### src/rtl/distance_pwm_scheduler.sv
// distance_pwm_scheduler
// Averages windows of distance samples, clamps the average to the PWM top count
// and hands it to the PWM duty input only at a period boundary. The block also
// produces the PWM enable pulse and keeps its own copy of the PWM period counter,
// so it knows where each boundary falls.
module distance_pwm_scheduler #(
  parameter int WIDTH     = 13,
  parameter int MAX_COUNT = 3000,
  parameter int PRESCALE  = 1,
  parameter int LOG2_AVG  = 2
) (
  input  logic             clk,
  input  logic             reset_n,
  input  logic             sample_valid,
  input  logic [WIDTH-1:0] sample_data,
  output logic             sample_ready,
  output logic             enable,
  output logic [WIDTH-1:0] duty_cycle,
  output logic             update_pulse,
  output logic             over_range
);

  localparam int ACC_W       = WIDTH + LOG2_AVG;
  localparam int PER_W       = $clog2(MAX_COUNT + 1);
  localparam int PSC_W       = (PRESCALE > 1) ? $clog2(PRESCALE) : 1;
  localparam int N_W         = LOG2_AVG + 1;
  localparam int NUM_SAMPLES = 1 << LOG2_AVG;

  localparam logic [PSC_W-1:0] PSC_TOP  = PSC_W'(PRESCALE - 1);
  localparam logic [PER_W-1:0] PER_TOP  = PER_W'(MAX_COUNT);
  localparam logic [WIDTH-1:0] DUTY_MAX = WIDTH'(MAX_COUNT);
  localparam logic [N_W-1:0]   N_LAST   = N_W'(NUM_SAMPLES - 1);

  typedef enum logic [0:0] {
    COLLECT = 1'b0,
    PENDING = 1'b1
  } state_t;

  state_t             state_q,        state_d;
  logic [PSC_W-1:0]   presc_cnt_q,    presc_cnt_d;
  logic               enable_q,       enable_d;
  logic [PER_W-1:0]   period_cnt_q,   period_cnt_d;
  logic [ACC_W-1:0]   acc_q,          acc_d;
  logic [N_W-1:0]     n_q,            n_d;
  logic [WIDTH-1:0]   avg_q,          avg_d;
  logic [WIDTH-1:0]   duty_q,         duty_d;
  logic               over_range_q,   over_range_d;
  logic               update_pulse_q, update_pulse_d;

  logic               boundary;
  logic               accept;
  logic [ACC_W-1:0]   acc_sum;

  // Truncating mean of a full window: the sum divided by the window size.
  function automatic logic [WIDTH-1:0] window_avg(input logic [ACC_W-1:0] sum);
    return WIDTH'(sum >> LOG2_AVG);
  endfunction

  // Saturate an average to the PWM top count; larger averages are off scale.
  function automatic logic [WIDTH-1:0] clamp_duty(input logic [WIDTH-1:0] avg);
    return (avg > DUTY_MAX) ? DUTY_MAX : avg;
  endfunction

  assign sample_ready = (state_q == COLLECT);
  assign accept       = sample_valid && sample_ready;
  assign boundary     = enable_q && (period_cnt_q == PER_TOP);
  assign acc_sum      = acc_q + ACC_W'(sample_data);

  assign enable       = enable_q;
  assign duty_cycle   = duty_q;
  assign update_pulse = update_pulse_q;
  assign over_range   = over_range_q;

  // Next-state logic: prescaler, period mirror, sample window and commit.
  always_comb begin
    state_d        = state_q;
    presc_cnt_d    = presc_cnt_q;
    enable_d       = 1'b0;
    period_cnt_d   = period_cnt_q;
    acc_d          = acc_q;
    n_d            = n_q;
    avg_d          = avg_q;
    duty_d         = duty_q;
    over_range_d   = over_range_q;
    update_pulse_d = 1'b0;

    if (presc_cnt_q == '0) begin
      presc_cnt_d = PSC_TOP;
      enable_d    = 1'b1;
    end else begin
      presc_cnt_d = presc_cnt_q - PSC_W'(1);
    end

    if (enable_q) begin
      period_cnt_d = (period_cnt_q == PER_TOP) ? '0 : period_cnt_q + PER_W'(1);
    end

    case (state_q)
      COLLECT: begin
        if (accept) begin
          acc_d = acc_sum;
          n_d   = n_q + N_W'(1);
          if (n_q == N_LAST) begin
            avg_d   = window_avg(acc_sum);
            state_d = PENDING;
          end
        end
      end
      PENDING: begin
        // Commit lands on the same edge the period counter wraps to zero.
        if (boundary) begin
          duty_d         = clamp_duty(avg_q);
          over_range_d   = (avg_q > DUTY_MAX);
          update_pulse_d = 1'b1;
          acc_d          = '0;
          n_d            = '0;
          state_d        = COLLECT;
        end
      end
      default: state_d = COLLECT;
    endcase
  end

  // State register; reset discards any pending average immediately.
  always_ff @(posedge clk or negedge reset_n) begin
    if (!reset_n) begin
      state_q        <= COLLECT;
      presc_cnt_q    <= PSC_TOP;
      enable_q       <= 1'b0;
      period_cnt_q   <= '0;
      acc_q          <= '0;
      n_q            <= '0;
      avg_q          <= '0;
      duty_q         <= '0;
      over_range_q   <= 1'b0;
      update_pulse_q <= 1'b0;
    end else begin
      state_q        <= state_d;
      presc_cnt_q    <= presc_cnt_d;
      enable_q       <= enable_d;
      period_cnt_q   <= period_cnt_d;
      acc_q          <= acc_d;
      n_q            <= n_d;
      avg_q          <= avg_d;
      duty_q         <= duty_d;
      over_range_q   <= over_range_d;
      update_pulse_q <= update_pulse_d;
    end
  end

endmodule

### config.mk
export PLATFORM = sky130hd
export DESIGN_NAME = distance_pwm_scheduler
export DESIGN_NICKNAME = d
export VERILOG_FILES = /design/src/rtl/distance_pwm_scheduler.sv
export SDC_FILE = /design/constraint.sdc
export NUM_CORES = 1
export LEC_CHECK = 0
export ABC_AREA = 0
export CAP_MARGIN = 20
export CELL_PAD_IN_SITES_DETAIL_PLACEMENT = 1
export CELL_PAD_IN_SITES_GLOBAL_PLACEMENT = 2
export CORE_AREA = 2 2 98 100
export CTS_BUF_LIST = sky130_fd_sc_hd__clkbuf_2 sky130_fd_sc_hd__clkbuf_4 sky130_fd_sc_hd__clkbuf_8
export DETAILED_ROUTE_END_ITERATION = 8
export DIE_AREA = 0 0 100 102
export PLACE_DENSITY = 0.87
export SYNTH_ARGS = -nofsm -noshare
export SYNTH_HDL_FRONTEND = slang
export SYNTH_SLANG_ARGS = --single-unit
### constraint.sdc
create_clock -name clk -period 2.6 [get_ports clk]
set_input_delay 0.52 -clock clk [delete_from_list [all_inputs] [get_ports clk]]
set_output_delay 0.52 -clock clk [all_outputs]
set_load 0.05 [all_outputs]
==> Yosys cells after proc, flatten, opt, wreduce, memory -nomap -nowiden <==
Cells that the tools add are included.
{ "totals": {"register_bits": 61, "input_bits": 16, "output_inout_bits": 17} }
{ "op_classes": {"add_sub_neg": 4, "order_cmp": 1, "n_eq_ne": 4, "mux": 16, "bitwise_logic": 1, "n_reduce_logical": 5} }
{ "ops": {"columns": ["op", "count"], "rows": [
  ["two-way mux 15 bit", 2],
  ["one-hot mux 15 bit (2 select lines)", 1],
  ["adder 15 x 13 -> 15 bit", 1],
  ["greater-than comparator 13 x 12 -> 1 bit, second input constant", 1],
  ["two-way mux 13 bit", 1],
  ["adder 12 x 1 -> 12 bit, second input constant", 1],
  ["== test 12 bit, second input constant", 1],
  ["two-way mux 12 bit", 1],
  ["two-way mux 1 bit", 7],
  ["two-way mux 3 bit", 2],
  ["one-hot mux 3 bit (2 select lines)", 1],
  ["inequality test 2 x 1 -> 1 bit, second input constant", 2],
  ["AND reduction 2 bit", 2],
  ["adder 3 x 1 -> 3 bit, second input constant", 1],
  ["== test 3 x 2 -> 1 bit, second input constant", 1],
  ["AND reduction 3 bit", 1],
  ["logical AND 1 bit", 2],
  ["one-hot mux 1 bit (2 select lines)", 1],
  ["NOT 1 bit", 1],
  ["subtractor 1 bit, second input constant", 1]
]} }

==> Logic depth before layout (Yosys ltp) <==
{ "depth": {"depth_word": 4, "ltp_mapped": 9, "ltp_nobuf": 8} }

==> Worst setup path after synthesis <==
OpenSTA, ideal clock, no wires.
{ "synth_path": {"path_kind": "input -> register", "from": "input port sample_data[11]", "to": "register avg_q[11]", "setup_time_ps": 132, "arrival_time_ps": 2012, "required_ps": 2468, "setup_slack_ps": 457, "stages": 7, "n_path_buf": 1, "path_cell_list": "ha_1 > buf_2 > a21o_1 > o21a_1 > a311oi_2 > nor3_1 > or3b_1"} }
{ "synth_via": {"elab_chain_cells": 1} }
{ "synth_rtl": {"columns": ["element", "line_no", "text"], "rows": [
  ["start, declared", "15", "input logic [WIDTH-1:0] sample_data,"],
  ["adder 15 x 13 -> 15 bit", "67", "assign acc_sum = acc_q + ACC_W'(sample_data);"],
  ["end signal, assigned", "144", "avg_q <= avg_d;"],
  ["end, declared", "45", "logic [WIDTH-1:0] avg_q, avg_d;"]
]} }
No other way between the ends.
A chain may end at the register's enable or synchronous reset.

==> Worst setup path after layout <==
{ "layout_path": {"from": "input port sample_data[0]", "to": "register acc_q[14]"} }
{ "layout_via": {"elab_chain_cells": 3} }
{ "layout_rtl": {"columns": ["element", "line_no", "text"], "rows": [
  ["adder 15 x 13 -> 15 bit", "67", null],
  ["two-way mux 15 bit", "100", "if (accept) begin"],
  ["one-hot mux 15 bit (2 select lines)", "98", "case (state_q)"],
  ["end signal, assigned", "131", "acc_q <= '0;"],
  ["end signal, assigned", "142", "acc_q <= acc_d;"],
  ["end, declared", "43", "logic [ACC_W-1:0] acc_q, acc_d;"]
]} }
No other way between the ends. The select of a mux whose other input is x is not followed.

==> out/results.ini <==
[global_routing]
grt_pass1_vias = 2994
antenna_found_initial = 0
overflow = 0
use_met3 = 0.0376
grt_busiest_layer = met2
met2_usage = 0.332
grt_max_degree = 36
grt_usage = 0.184
grt_pass1_wl_microns = 14600
grtUsageMet1 = 0.221

[cells_and_area]
drive_gt1_frac = 0.102
synthToLayoutAreaGrowth_pct = 23.4
fill_cells = 1060
nets = 439
diodes = 0
instances_no_fill = 521

[cts]
path_clk_slew_ns = 0.07
cts.sinks = 60
cts_tree = done
cts_buffer_depth = 2
cts_buffers = 9
cts_hold_buf = 0
post_cts_buffers = 0
clock_latency_ns = 0.34
cts_max_level = 3
cts-root-buf = clkbuf_8
cts_resized = 0

[sta]
slew_violations = 0
hold_viol = 0
finClkSkew_ns = 0.00547
fmax_ghz = 0.414
whs_ns = 0.201
worst_pin_slew_ns = 0.679
rsz0062_at_grt = false
setup_viol = 0
min_period_over_period = 0.929
fin_tns_setup_ns = 0
fin_ws_ns = 0.184
period_minus_slack_ns = 2.42
timing.slew.headroom = 0.548

[power_and_ir_drop]
power_density_nw_per_um2 = 556
switching_power_mw = 0.564
p_comb_frac = 0.103
seqPwrFrac = 0.457
pwr-share-clk = 0.440
irDropWorstVdd_mv = 0.254
switching_share = 0.250
p_int_mw = 1.70
power_leakage_nw = 1.90

[logic_synthesis]
synth_area_leaders = dfrtp_1 46%, ha_1 6.5%, o21ai_0 6.4%, nand2_1 5.1%, nor2_1 3.1%
yosys_register_bits = 60
synthFlopType = dfrtp_1
yosysTopAreaCell = dfrtp_1
synthesis.instances = 356
syn_nets = 390
synth_top_area_share = 0.456
synthArstFlopShare = 1.00
synth_edf_count = 0
syn_avg_cell_area_sq_um = 9.25
yosysSeqAreaShare = 0.456
yosys.cell_types.count = 53
ys.warnings.count = 0
synthesis.area_sq_um = 3290

[setup_path]
startpoint = sample_data[0]
crit_type = in -> reg
crit_buf_inv = 1
crit_chain = clkdlybuf4s50_1, ha_1, fa_1, a21oi_1, o211a_1, o2bb2ai_1, o21a_1, o211ai_1
cp.arrival_ns = 2.68
endpoint_kind = register
crit_required_ns = 2.86
slowest_stage = clkdlybuf4s50_1
path_max_fanout = 4
critPathLaunchType = input port
r2r-start = acc_q[0]
max_stage_delay_ns = 0.42
cp_top_family = compound AO/OA/AOI/OAI gates

[worst_hold_path]
hp-class = in -> async

[routing]
drc = 0
vias_per_cell = 5.45
drt_pre_antenna_iters = 4
route.vias.total = 2841
wl_microns = 8820
drt_iter0_markers = 108
wl_per_cell_microns = 16.9
postRouteAntennaNets = 0

[die]
ios = 33
dieHeight_microns = 102
rows = 35
fp.dieW_microns = 100
die-area_sq_um = 10200
core-area_sq_um = 9110
initial_core_util = 0.362

[place]
io_buffers = 32
dpl.hpwl_microns = 6580
place_inst = 505
place_congestion = 0.848
detailedPlace.worstSlack_ns = -0.128

[run_status]
run_status = finished, final reports clean

[run]
max_cap_viol_count = 0

## metrics by stage
step           power [mW]  utilization  cell area [sq um]
6_report             2.26        0.446               4070
3_3_place_gp         1.27        0.420               3830
3_5_place_dp         1.28        0.420               3830
2_1_floorplan        1.16            -               3290
5_1_grt              2.37        0.446               4070
4_1_cts              2.29        0.446               4070
## cells in the final DEF, fill, tap and decap left out, types with 2 or more instances in the layout
cell type,Yosys,layout
nor2_1,27,27
and4_1,2,2
bufinv_16,0,2
a22oi_1,2,2
dfrtp_1,60,60
nand4_1,4,4
a21o_1,6,6
xnor2_1,6,6
nor2b_1,5,5
nand2_1,45,45
a211oi_1,3,3
a31oi_1,3,3
o211ai_1,6,6
clkbuf_8,0,12
nor3_1,6,6
o21ai_1,3,3
and2_1,3,3
mux2i_1,4,4
clkdlybuf4s50_1,0,31
o21bai_1,3,3
o22ai_1,4,4
and3_1,10,10
xor2_1,9,9
nand3_1,19,19
o21ai_0,42,42
a21oi_1,18,18
clkinv_2,0,2
nand2b_1,3,3
inv_1,9,9
ha_1,17,17
o21a_1,2,2
buf_4,1,18
## metal layers
metal / wire, microns / vias to the layer above
met4: 144 / 0
met1: 3930 / 1428
met3: 171 / 11
li1: - / 1367
met5: 0 / -
met2: 4570 / 35
## final timing paths
check / cells after the start / end / slack (ns)
max: 8 / acc_q[14] / 0.18
min: 1 / update_pulse / 0.20
max reg2reg: 7 / acc_q[14] / 0.42
min reg2reg: 2 / duty_cycle[10] / 0.48
max in group asynchronous: 2 / duty_cycle[3] / 1.78
min in group clk: 2 / duty_cycle[10] / 0.48
## area by class of cell
type                    count  area, sq um  area share
flip-flops and latches     60         1500       0.369
inverters                  10         42.5      0.0105
multi-input cells         273         1680       0.412
clock inverters             4         70.1      0.0172
clock buffers              12          165      0.0406
well taps                 111          139      0.0342
repair buffers             51          470       0.116
## flip-flops by register name, indices dropped and copies added (netlist names)
| name | flops |
|---|---|
| duty_cycle | 13 |
| enable | 1 |
| state_q | 1 |
| update_pulse | 1 |
| n_q | 3 |
| acc_q | 15 |
| avg_q | 13 |
| over_range | 1 |
| period_cnt_q | 12 |
## worst reg2reg max path: cells and delay by family, from the launching register on
kind                     cells  cell delay, ns
adder cells (fa/ha/maj)      2            0.63
flip-flops                   1            0.38
AO/OA/AOI/OAI                5            1.07
## cells in the mapped netlist, types with 9 or more instances
| cell type | number |
|---|---|
| nand3_1 | 19 |
| xor2_1 | 9 |
| nand2_1 | 45 |
| o21ai_0 | 42 |
| a21oi_1 | 18 |
| ha_1 | 17 |
| inv_1 | 9 |
| and3_1 | 10 |
| nor2_1 | 27 |
| dfrtp_1 | 60 |
## power groups by stage
| stage | Sequential [mW] | Combinational, mW | Clock (mW) |
|---|---|---|---|
| 2_1_floorplan | 1.03 | 0.133 | 0 |
| 3_3_place_gp | 1.05 | 0.224 | 0 |
| 3_5_place_dp | 1.05 | 0.235 | 0 |
| 4_1_cts | 1.03 | 0.238 | 1.02 |
| 5_1_grt | 1.04 | 0.264 | 1.07 |
| 6_report | 1.03 | 0.233 | 0.995 |
## logic make-up after synthesis
logic type               synth area share
other                             0.00114
flip-flops                          0.456
multiplexers                       0.0156
adder cells (fa/ha/maj)            0.0707
AND/OR/NAND/NOR                     0.197
buffers and inverters              0.0350
AO/OA/AOI/OAI                       0.185
XOR/XNOR                           0.0399
(Power assumes the default switching activity.)
==> variant, RTL diff (config.mk and constraints unchanged) <==
Change the parameter `LOG2_AVG` from 2 to 4.
--- a/src/rtl/distance_pwm_scheduler.sv
+++ b/src/rtl/distance_pwm_scheduler.sv
@@ -7,7 +7,7 @@
   parameter int WIDTH     = 13,
   parameter int MAX_COUNT = 3000,
   parameter int PRESCALE  = 1,
-  parameter int LOG2_AVG  = 2
+  parameter int LOG2_AVG  = 4
 ) (
   input  logic             clk,
   input  logic             reset_n,
Formal check against the unedited RTL: not equivalent (a bounded check fails within 10 cycles, from zero or initial values and one cycle with reset_n low).
==> variant against the original RTL <==
  * Non-clock buffer count grew 14
  * Sequential cell count grew 4
  * Cell area up 6.4%
  * Critical path depth unchanged
  * Setup slack got worse by 0.13 ns
  * Area after synthesis increased by 3.3%
  * Total power down 2.5%
  * Routed wire length is 0.31% lower
==> variant: results (changes against the original RTL) <==
stage,metric,value,unit,change
worst_setup_path,r2r-start,acc_q[2],,was acc_q[0]
yosys,synth_cell_types,49,,was 53
worst_setup_path,worst_path_max_delay_cell,or4_1,,was clkdlybuf4s50_1
worst_setup_path,crit_path_max_incr_delay,0.49,ns,was 0.42 ns
worst_setup_path,cp-startpoint,sample_data[2],,was sample_data[0]
timing,worst_pin_slew,0.589,ns,was 0.679 ns
yosys,netlist_top_cells_area,"dfrtp_1, ha_1, nand2_1",,"was dfrtp_1, ha_1, o21ai_0"
yosys,synth_cells,373,,was 356
final_layout,final_util,0.475,,was 0.446
power,p_leak,1.98,nW,was 1.90 nW
worst_setup_path,reg2reg_slack,0.27,ns,was 0.42 ns
global_routing,groute.usage.overall,0.187,,was 0.184
timing,finalClockSkew,0.00846,ns,was 0.00547 ns
final_layout,drive_gt1_frac,0.144,,was 0.102
global_routing,grt_pass1_vias,3070,,was 2994
yosys,synth_commonest_cells,"dfrtp_1, nand2_1, o21ai_0",,unchanged
status,outcome,"complete, no violations",,unchanged
power,ir_drop,0.000228,V,was 0.000254 V
yosys,seq_area_frac_synth,0.471,,was 0.456
final_layout,fin_nets,474,,was 439
global_routing,grt_pass1_wl,15000,um,was 14600 um
yosys,syn-cell-area,3400,um2,was 3290 um2
placed_design,place_hpwl,6720,um,was 6580 um
detailed_routing,routed_wl,8790,um,was 8820 um
placed_design,gp_congestion,0.816,,was 0.848
==> variant: worst register-to-register path, cell delays in order (launching register included) <==
cell and delay (ns):
dfrtp_1 0.41, ha_4 0.31, a21oi_1 0.11, a2111oi_2 0.42, a211oi_2 0.10, a211o_1 0.32, or4_1 0.49, nand3_1 0.10
==> variant: layer usage <==
| metal | global-route usage | routed length (um) |
|---|---|---|
| met2 | 0.327 | 4300 |
| met4 | 0.0580 | 159 |
| met1 | 0.239 | 4130 |
| met3 | 0.0328 | 199 |
| met5 | 0 | 0 |
==> variant: kinds of logic (layout without fill, tap and decap cells) <==
group,after synthesis,count (layout),share of synthesized area
XOR/XNOR,18,18,0.0464
buffers and inverters,23,95,0.0265
AO/OA/AOI/OAI,91,91,0.161
AND/OR/NAND/NOR,157,157,0.223
flip-flops,64,64,0.471
other,1,1,0.00110
multiplexers,1,1,0.00294
adder cells (fa/ha/maj),18,18,0.0684
==> variant: worst min-delay path by stage <==
stage	slack (ns)	to	startpoint	cells after the start
floorplan	0.22	acc_q[0]	reset_n	0
global placement	0.45	duty_cycle[2]	duty_cycle[2]	2
detailed placement	0.45	duty_cycle[10]	duty_cycle[10]	2
CTS	0.17	period_cnt_q[2]	reset_n	1
global route	0.19	period_cnt_q[2]	reset_n	1
finish	0.16	period_cnt_q[2]	reset_n	1
==> variant: final cells by class <==
class	instances	area [um2]	share of cell area
sequential	64	1600	0.370
tap	111	139	0.0321
timing repair buffer	65	563	0.130
inverter	14	52.6	0.0121
clock buffer	11	151	0.0350
clock inverter	5	55.1	0.0127
multi-input combinational	286	1760	0.408
==> variant: stage by stage <==
stage | area (um2) | worst slack, ns | TNS (ns) | total power [W] | hold slack, ns
2_1_floorplan | 3400 | 0.297 | 0 | 0.00121 | 0.224
3_3_place_gp | 4070 | -0.266 | -3.53 | 0.00131 | 0.452
3_5_place_dp | 4070 | -0.355 | -5.38 | 0.00132 | 0.455
4_1_cts | 4270 | 0.0138 | 0 | 0.00223 | 0.167
5_1_grt | 4330 | -0.00711 | -0.0123 | 0.00231 | 0.185
6_report | 4330 | 0.0582 | 0 | 0.00220 | 0.156
==> variant: power breakdown <==
group	switching (W)	internal (W)	total [W]	leakage [nW]
Sequential	0.0000550	0.00104	0.00109	0.856
Clock	0.000405	0.000491	0.000896	0.101
Combinational	0.000112	0.000103	0.000215	1.03
Total	0.000571	0.00163	0.00220	1.98
==> variant: repair_timing <==
action / in CTS / in global routing
setup endpoints to repair: 0 / 13
hold buffers: 0 / 0
resized for setup: 0 / 13
